[src/rtl/multicycle_ctrl.sv]
// multicycle_ctrl: main sequencing FSM of the multi-cycle RV32I core.
//
// Sits between the instruction register and the alu_dec/ALU/regfile/memory
// datapath. Each cycle it selects ALU operands, tells alu_dec the instruction
// format (or forces an ADD), and strobes PC/OldPC/IR/regfile/memory. It counts
// retired instructions and traps on illegal opcodes, SYSTEM or memory timeouts.
//
// Ports:
//   clk, reset      clock; synchronous active-high reset
//   opcode          IR[6:0]
//   br_taken        branch comparator result for the current IR
//   mem_ready       memory completes the current access this cycle
//   pc_write        load PC from the pc_src mux
//   old_pc_write    latch OldPC <- PC
//   ir_write        latch IR <- memory read data
//   pc_src          0 = ALU result, 1 = ALUOut
//   adr_src         memory address: 0 = PC, 1 = ALUOut
//   mem_valid       memory request; mem_we marks it as a write
//   reg_write       register-file write enable
//   result_src      0 = ALUOut, 1 = mem rdata, 2 = ALU result
//   alu_src_a       0 = PC, 1 = OldPC, 2 = rs1, 3 = zero
//   alu_src_b       0 = rs2, 1 = imm, 2 = constant 4
//   alu_force_add   1 = ALU adds, 0 = alu_dec decides
//   fmt             instruction format for alu_dec (10 = unknown)
//   fault_code      0 none, 1 illegal, 2 memory timeout, 3 SYSTEM
//   instret         retired-instruction count (wraps)
module multicycle_ctrl #(
    parameter int unsigned CNT_W   = 32,
    parameter int unsigned TIMEOUT = 255
) (
    input  logic             clk,
    input  logic             reset,
    input  logic [6:0]       opcode,
    input  logic             br_taken,
    input  logic             mem_ready,
    output logic             pc_write,
    output logic             old_pc_write,
    output logic             ir_write,
    output logic             pc_src,
    output logic             adr_src,
    output logic             mem_valid,
    output logic             mem_we,
    output logic             reg_write,
    output logic [1:0]       result_src,
    output logic [1:0]       alu_src_a,
    output logic [1:0]       alu_src_b,
    output logic             alu_force_add,
    output logic [3:0]       fmt,
    output logic [1:0]       fault_code,
    output logic [CNT_W-1:0] instret
);

    localparam int unsigned WAIT_W = (TIMEOUT < 2) ? 1 : $clog2(TIMEOUT + 1);

    localparam logic [6:0] OP_R     = 7'b0110011;
    localparam logic [6:0] OP_I     = 7'b0010011;
    localparam logic [6:0] OP_LOAD  = 7'b0000011;
    localparam logic [6:0] OP_SYS   = 7'b1110011;
    localparam logic [6:0] OP_STORE = 7'b0100011;
    localparam logic [6:0] OP_BR    = 7'b1100011;
    localparam logic [6:0] OP_JAL   = 7'b1101111;
    localparam logic [6:0] OP_JALR  = 7'b1100111;
    localparam logic [6:0] OP_LUI   = 7'b0110111;
    localparam logic [6:0] OP_AUIPC = 7'b0010111;

    typedef enum logic [3:0] {
        st_fetch, st_decode, st_exec_r, st_exec_i, st_exec_u, st_alu_wb,
        st_mem_adr, st_mem_rd, st_mem_wb, st_mem_wr, st_branch,
        st_jalr_adr, st_jump, st_trap
    } state_t;

    state_t             state_q, state_d;
    logic [WAIT_W-1:0]  wait_q, wait_d;
    logic [1:0]         fault_q, fault_d;
    logic [CNT_W-1:0]   instret_q, instret_d;
    logic               retire;
    logic               waiting;

    assign fault_code = fault_q;
    assign instret    = instret_q;

    always_comb begin
        unique case (opcode)
            OP_R:     fmt = 4'd0;
            OP_I:     fmt = 4'd1;
            OP_LOAD:  fmt = 4'd2;
            OP_SYS:   fmt = 4'd3;
            OP_STORE: fmt = 4'd4;
            OP_BR:    fmt = 4'd5;
            OP_JAL:   fmt = 4'd6;
            OP_JALR:  fmt = 4'd7;
            OP_LUI:   fmt = 4'd8;
            OP_AUIPC: fmt = 4'd9;
            default:  fmt = 4'd10;
        endcase
    end

    always_comb begin
        state_d       = state_q;
        fault_d       = fault_q;
        retire        = 1'b0;
        waiting       = 1'b0;
        pc_write      = 1'b0;
        old_pc_write  = 1'b0;
        ir_write      = 1'b0;
        pc_src        = 1'b0;
        adr_src       = 1'b0;
        mem_valid     = 1'b0;
        mem_we        = 1'b0;
        reg_write     = 1'b0;
        result_src    = 2'd0;
        alu_src_a     = 2'd0;
        alu_src_b     = 2'd0;
        alu_force_add = 1'b0;

        unique case (state_q)
            st_fetch: begin
                // ALU computes PC+4 while memory returns the instruction.
                waiting       = 1'b1;
                mem_valid     = 1'b1;
                alu_src_b     = 2'd2;
                alu_force_add = 1'b1;
                if (mem_ready) begin
                    ir_write     = 1'b1;
                    pc_write     = 1'b1;
                    old_pc_write = 1'b1;
                    state_d      = st_decode;
                end
            end
            st_decode: begin
                // ALUOut <- OldPC + imm: the branch/JAL target.
                alu_src_a     = 2'd1;
                alu_src_b     = 2'd1;
                alu_force_add = 1'b1;
                unique case (opcode)
                    OP_R:               state_d = st_exec_r;
                    OP_I:               state_d = st_exec_i;
                    OP_LOAD, OP_STORE:  state_d = st_mem_adr;
                    OP_BR:              state_d = st_branch;
                    OP_JAL:             state_d = st_jump;
                    OP_JALR:            state_d = st_jalr_adr;
                    OP_LUI, OP_AUIPC:   state_d = st_exec_u;
                    OP_SYS: begin
                        state_d = st_trap;
                        fault_d = 2'd3;
                    end
                    default: begin
                        state_d = st_trap;
                        fault_d = 2'd1;
                    end
                endcase
            end
            st_exec_r: begin
                alu_src_a = 2'd2;
                state_d   = st_alu_wb;
            end
            st_exec_i: begin
                alu_src_a = 2'd2;
                alu_src_b = 2'd1;
                state_d   = st_alu_wb;
            end
            st_exec_u: begin
                alu_src_a     = (opcode == OP_LUI) ? 2'd3 : 2'd1;
                alu_src_b     = 2'd1;
                alu_force_add = 1'b1;
                state_d       = st_alu_wb;
            end
            st_alu_wb: begin
                reg_write = 1'b1;
                retire    = 1'b1;
                state_d   = st_fetch;
            end
            st_mem_adr: begin
                alu_src_a     = 2'd2;
                alu_src_b     = 2'd1;
                alu_force_add = 1'b1;
                state_d       = (opcode == OP_LOAD) ? st_mem_rd : st_mem_wr;
            end
            st_mem_rd: begin
                waiting   = 1'b1;
                mem_valid = 1'b1;
                adr_src   = 1'b1;
                if (mem_ready) state_d = st_mem_wb;
            end
            st_mem_wb: begin
                result_src = 2'd1;
                reg_write  = 1'b1;
                retire     = 1'b1;
                state_d    = st_fetch;
            end
            st_mem_wr: begin
                waiting   = 1'b1;
                mem_valid = 1'b1;
                mem_we    = 1'b1;
                adr_src   = 1'b1;
                if (mem_ready) begin
                    retire  = 1'b1;
                    state_d = st_fetch;
                end
            end
            st_branch: begin
                // Not taken: PC already holds PC+4 from FETCH.
                pc_src   = 1'b1;
                pc_write = br_taken;
                retire   = 1'b1;
                state_d  = st_fetch;
            end
            st_jalr_adr: begin
                alu_src_a     = 2'd2;
                alu_src_b     = 2'd1;
                alu_force_add = 1'b1;
                state_d       = st_jump;
            end
            st_jump: begin
                // rd <- OldPC+4 from the live ALU; PC <- target held in ALUOut.
                alu_src_a     = 2'd1;
                alu_src_b     = 2'd2;
                alu_force_add = 1'b1;
                result_src    = 2'd2;
                reg_write     = 1'b1;
                pc_src        = 1'b1;
                pc_write      = 1'b1;
                retire        = 1'b1;
                state_d       = st_fetch;
            end
            st_trap: ;
            default: state_d = st_trap;
        endcase

        // A completing access in the last allowed cycle beats the timeout.
        if (waiting && !mem_ready && (wait_q == WAIT_W'(TIMEOUT - 1))) begin
            state_d = st_trap;
            fault_d = 2'd2;
        end

        if (state_d != state_q)          wait_d = '0;
        else if (waiting && !mem_ready)  wait_d = wait_q + 1'b1;
        else                             wait_d = wait_q;

        instret_d = retire ? instret_q + 1'b1 : instret_q;

        // Reset suppresses every control output immediately, not just at the edge.
        if (reset) begin
            pc_write      = 1'b0;
            old_pc_write  = 1'b0;
            ir_write      = 1'b0;
            pc_src        = 1'b0;
            adr_src       = 1'b0;
            mem_valid     = 1'b0;
            mem_we        = 1'b0;
            reg_write     = 1'b0;
            result_src    = 2'd0;
            alu_src_a     = 2'd0;
            alu_src_b     = 2'd0;
            alu_force_add = 1'b0;
        end
    end

    always_ff @(posedge clk) begin
        if (reset) begin
            state_q   <= st_fetch;
            wait_q    <= '0;
            fault_q   <= 2'd0;
            instret_q <= '0;
        end else begin
            state_q   <= state_d;
            wait_q    <= wait_d;
            fault_q   <= fault_d;
            instret_q <= instret_d;
        end
    end

endmodule

[config.mk]
export PLATFORM = sky130hd
export DESIGN_NAME = multicycle_ctrl
export DESIGN_NICKNAME = d
export VERILOG_FILES = /design/src/rtl/multicycle_ctrl.sv
export SDC_FILE = /design/constraint.sdc
export NUM_CORES = 1
export LEC_CHECK = 0
export CORE_ASPECT_RATIO = 0.7
export CORE_UTILIZATION = 50
export CTS_CLUSTER_SIZE = 40
export DETAILED_ROUTE_END_ITERATION = 8
export GPL_TIMING_DRIVEN = 0
export PLACE_DENSITY = 0.81
export SLEW_MARGIN = 40
export SYNTH_ARGS = -nofsm -noshare
export SYNTH_HDL_FRONTEND = slang
export SYNTH_SLANG_ARGS = --single-unit
[constraint.sdc]
create_clock -name clk -period 5 [get_ports clk]
set_input_delay 0.75 -clock clk [delete_from_list [all_inputs] [get_ports clk]]
set_output_delay 0.75 -clock clk [all_outputs]
set_load 0.01 [all_outputs]
### Word-level counts from Yosys, hierarchy flattened

Index checks and enable logic that the tools add are counted.

* bitwise logic cells: 1
* equality and inequality tests: 26
* multiplexer cells: 36
* reductions and logical operators: 23
* $add $sub $neg: 2

Operators with widths (count)
* $pmux 4 s10: 1
* $pmux 4 s9: 1
* $add 32x1->32 const B: 1
* $eq 7x7->1 const B: 4
* $pmux 4 s7: 1
* $eq 4x4->1 const B: 6
* $eq 7x6->1 const B: 3
* $mux 4: 5
* $eq 4x3->1 const B: 4
* $mux 1: 16
* $reduce_or 2->1: 8
* $eq 7x5->1 const B: 2
* $mux 2: 6
* $pmux 2 s2: 3
* $reduce_or 3->1: 3
* $reduce_or 9->1: 1
* $add 8x1->8 const B: 1
* $eq 4x2->1 const B: 2
* $eq 8x8->1 const B: 1
* $reduce_or 4->1: 2
* $eq 7x2->1 const B: 1
* $pmux 2 s3: 1
* $reduce_or 6->1: 1
* $reduce_or 5->1: 1
* 11 further kinds: 13

* flip-flop bits (word level): 46
* word-level logic and storage cells: 93
* input port bits: 11
* output and inout bits: 53

### Logic depth before layout (Yosys ltp)

* word-level depth: 8
* gate-level depth with buffers: 9
* gate-level depth less buffers: 8

### Worst setup path before layout

No wires, ideal clock.

* kind: input to register
* start: input port opcode[5]
* end: register instret_q[30], in the netlist instret[30]
* setup time: 0.121 ns
* data required time: 4.879 ns
* path buffers: 2
* arrival: 2.796 ns
* cell stages on the path: 8
* setup slack: 2.083 ns
* cells stage by stage: clkbuf_1 nor4_1 nor2_1 a211oi_2 nand4_1 clkbuf_1 a211oi_1 mux2_2

RTL lines
* from (decl): RTL line 33 `input logic [6:0] opcode,`
* to (signal assigned): RTL line 269 `instret_q <= instret_d;`
* to (decl): RTL line 75 `logic [CNT_W-1:0] instret_q, instret_d;`

### Worst setup path after layout

* start: input port reset
* end: output port mem_we

* cells in the longest elaborated chain, start to end: 1

RTL lines
* from (decl): RTL line 32 `input logic reset,`
* $mux 1: RTL line 243 `if (reset) begin`
* to (decl): RTL line 42 `output logic mem_we,`

Every way passes these cells.

==> out/summary.txt <==
Status = finished clean
Sw Share = 40.56%
Die H = 69.82 um
Cell family with most CP delay = buffers and inverters
Pins Over Slew Limit = 0
Tcrit/Tclk final = 82.20%
Mapped Cells = 428
Max cap viols = 0
Endpoints failing setup = 0
RSZ-0062 raised after global routing = no
# resized after CTS = 0
Synthesized flop and latch total = 46
Clock share of power = 21.1%
Clk_skew = 0.007613 ns
Net Switching = 534.0 uW
Die ar. = 6905 um^2
CTS Buf Count = 5
I/O pin count = 64
First-pass GRT wire length = 15,240 um
DRT Pass-1 Iters = 5
Post-CTS setup buffer count = 0
Distinct cell type count after synthesis = 62
Post-synth EDFFs = 0
Routed Antenna Nets = 0
Clk sinks = 46
Most frequent cell after synthesis = nor2_1
LEAKAGE = 0.001429 uW
Achievable Freq = 243.3 MHz
Util after Layout = 65.23%
Slew @ Worst Pin = 0.6701 ns
Synthesized Nets = 442
Required time of the critical path = 4.25 ns
Fin. Hold Viols = 0
DR vias = 3,491
CTS tree = built
Top cells by count, synth = nor2_1, dfxtp_1, a21oi_1
Vias/cell = 6.082
Combinational share of power = 47.7%
Worst skew pair latency = 0.30 ns
Fill cells = 558
Deepest clock path buffer count = 2
Pwr dens = 321.6 nW/um^2
ANT cells = 0
Top-area cell type share of the netlist area = 28.03%
Vias in the first global route = 3,242
Post-route worst hold slack = 0.5115 ns
Crit start category = input pin
Max VDD drop = 0.1561 mV
RD Place Congestion = 0.8910
Die Span X = 98.89 um
Warnings from Yosys = 0
Sequential area share after synthesis = 28.03%
Top cells by area, synth = dfxtp_1, mux2_2, nor2_1
CP Max Fanout = 10
Largest net degree at the start of global routing = 14
Share of cells above drive strength 1 = 10.28%
Number of H-tree levels = 2
Worst path cell trace = clkdlybuf4s50_1 -> clkbuf_1 -> buf_1 -> clkbuf_1 -> nor2_1 -> clkdlybuf4s50_1
PortBufs = 60
Crit path kind = input pin to primary output
Worst EP arrival = 3.36 ns
GRT overflow = 0
Setup TNS = 0 ns
Post-Syn Area = 3286 um^2
Crit path buf inv count = 5
Post-DP HPWL = 6811 um
Worst path slowest cell = clkdlybuf4s50_1
WL final = 9235 um
Crit path time final = 4.110 ns
Initial antenna violation count = 0
CTS clock-pin slew for the worst setup and hold paths = 0.09 ns
Critical Path End Type = primary output
Post-route DRC = 0
Root Buffer = clkbuf_8
Ys flop type = dfxtp_1
Mean Syn Cell Area = 7.677 um^2
Worst rel slew slack = 54.70%
Hold Buf Count CTS = 0
DRT iter0 DRCs = 273
Area added between synthesis and finish = 24.60%
Post-synth ARST share = 0%
Total global-route track usage = 27.30%
Cell taking the most area after synthesis = dfxtp_1
Sequential share of power = 31.2%
Core area = 6276 um^2
DR WL/cell = 16.09 um
Layout Nets = 509
Worst Hold Class = register to register
Row Count = 24
Initial Util = 52.35%
Largest stage delay, worst path = 0.56 ns
Int Pwr = 782.6 uW
[cell families after synthesis]
| kind of cell | Yosys count | synth area share [%] |
|---|---|---|
| AO/OA/AOI/OAI | 83 | 17.78 |
| XOR/XNOR | 8 | 2.133 |
| adder cells (fa/ha/maj) | 3 | 1.143 |
| buffers and inverters | 47 | 5.941 |
| flip-flops | 46 | 28.03 |
| multiplexers | 33 | 11.16 |
| AND/OR/NAND/NOR | 208 | 33.82 |
[registers in the layout (all words and copies together) (netlist names)]
name        count
instret        32
state_q         4
wait_q          8
fault_code      2
[cell type report]
class | instances | area, um^2 | area share (%)
plain buffers | 35 | 150.1 | 3.667
clock buffers | 7 | 76.32 | 1.864
clock inverters | 1 | 30.03 | 0.7335
inverters | 12 | 45.04 | 1.100
multi-input cells | 335 | 2173 | 53.09
flip-flops and latches | 46 | 920.9 | 22.49
well taps | 78 | 97.59 | 2.384
repair buffers | 60 | 600.6 | 14.67
[tightest hold or removal path, delay by kind of cell (launching register included)]
family | cells | cell delay (ns)
compound gates | 2 | 0.14
flops | 1 | 0.33
[cells in the final DEF, fill, tap and decap left out, drive strengths merged, types with 5 or more instances in the layout]
cell,instances
inv,12
xor2,5
and2,5
a21oi,34
nor4,6
nor2,56
nor3,15
mux2,29
nand3,13
a31oi,9
clkdlybuf4s50,60
nand4,22
clkbuf,29
dfxtp,46
o21ai,9
nor2b,32
and3,8
a211oi,8
nand2,27
buf,13
[power by group through the flow]
stage	Sequential [uW]	Combinational [uW]	Clock, uW
floorplan	415	420	0
global placement	416	593	0
detailed placement	418	614	0
CTS	410	617	279
global route	414	683	294
finish	411	628	277
[path summary, 6_finish.rpt]
check | startpoint | to | slack, ns | cells after the start
worst max-delay path | reset | mem_we | 0.89 | 6
worst min-delay path | wait_q[7] | wait_q[7] | 0.51 | 2
worst max register to register | state_q[2] | instret[30] | 2.02 | 8
worst min register to register | wait_q[7] | wait_q[7] | 0.51 | 2
[per-layer routing]
layer / GRT usage (%) / part of all wire (%)
met1: 40.19 / 47
met2: 40.17 / 43
met3: 6.149 / 9.1
met4: 6.302 / 0.44
met5: 0 / 0
[metrics by stage]
| stage | std cells | area, um^2 | power (uW) | setup slack, ns |
|---|---|---|---|---|
| global placement | 566 | 3984 | 1009 | 0.9585 |
| floorplan | 428 | 3286 | 835.7 | 2.083 |
| detailed placement | 566 | 3988 | 1032 | 0.9093 |
| CTS | 574 | 4094 | 1306 | 0.9056 |
| global route | 574 | 4094 | 1391 | 0.7368 |
| finish | 574 | 4094 | 1317 | 0.8902 |
Note: power is estimated with default switching activity, not from simulation.
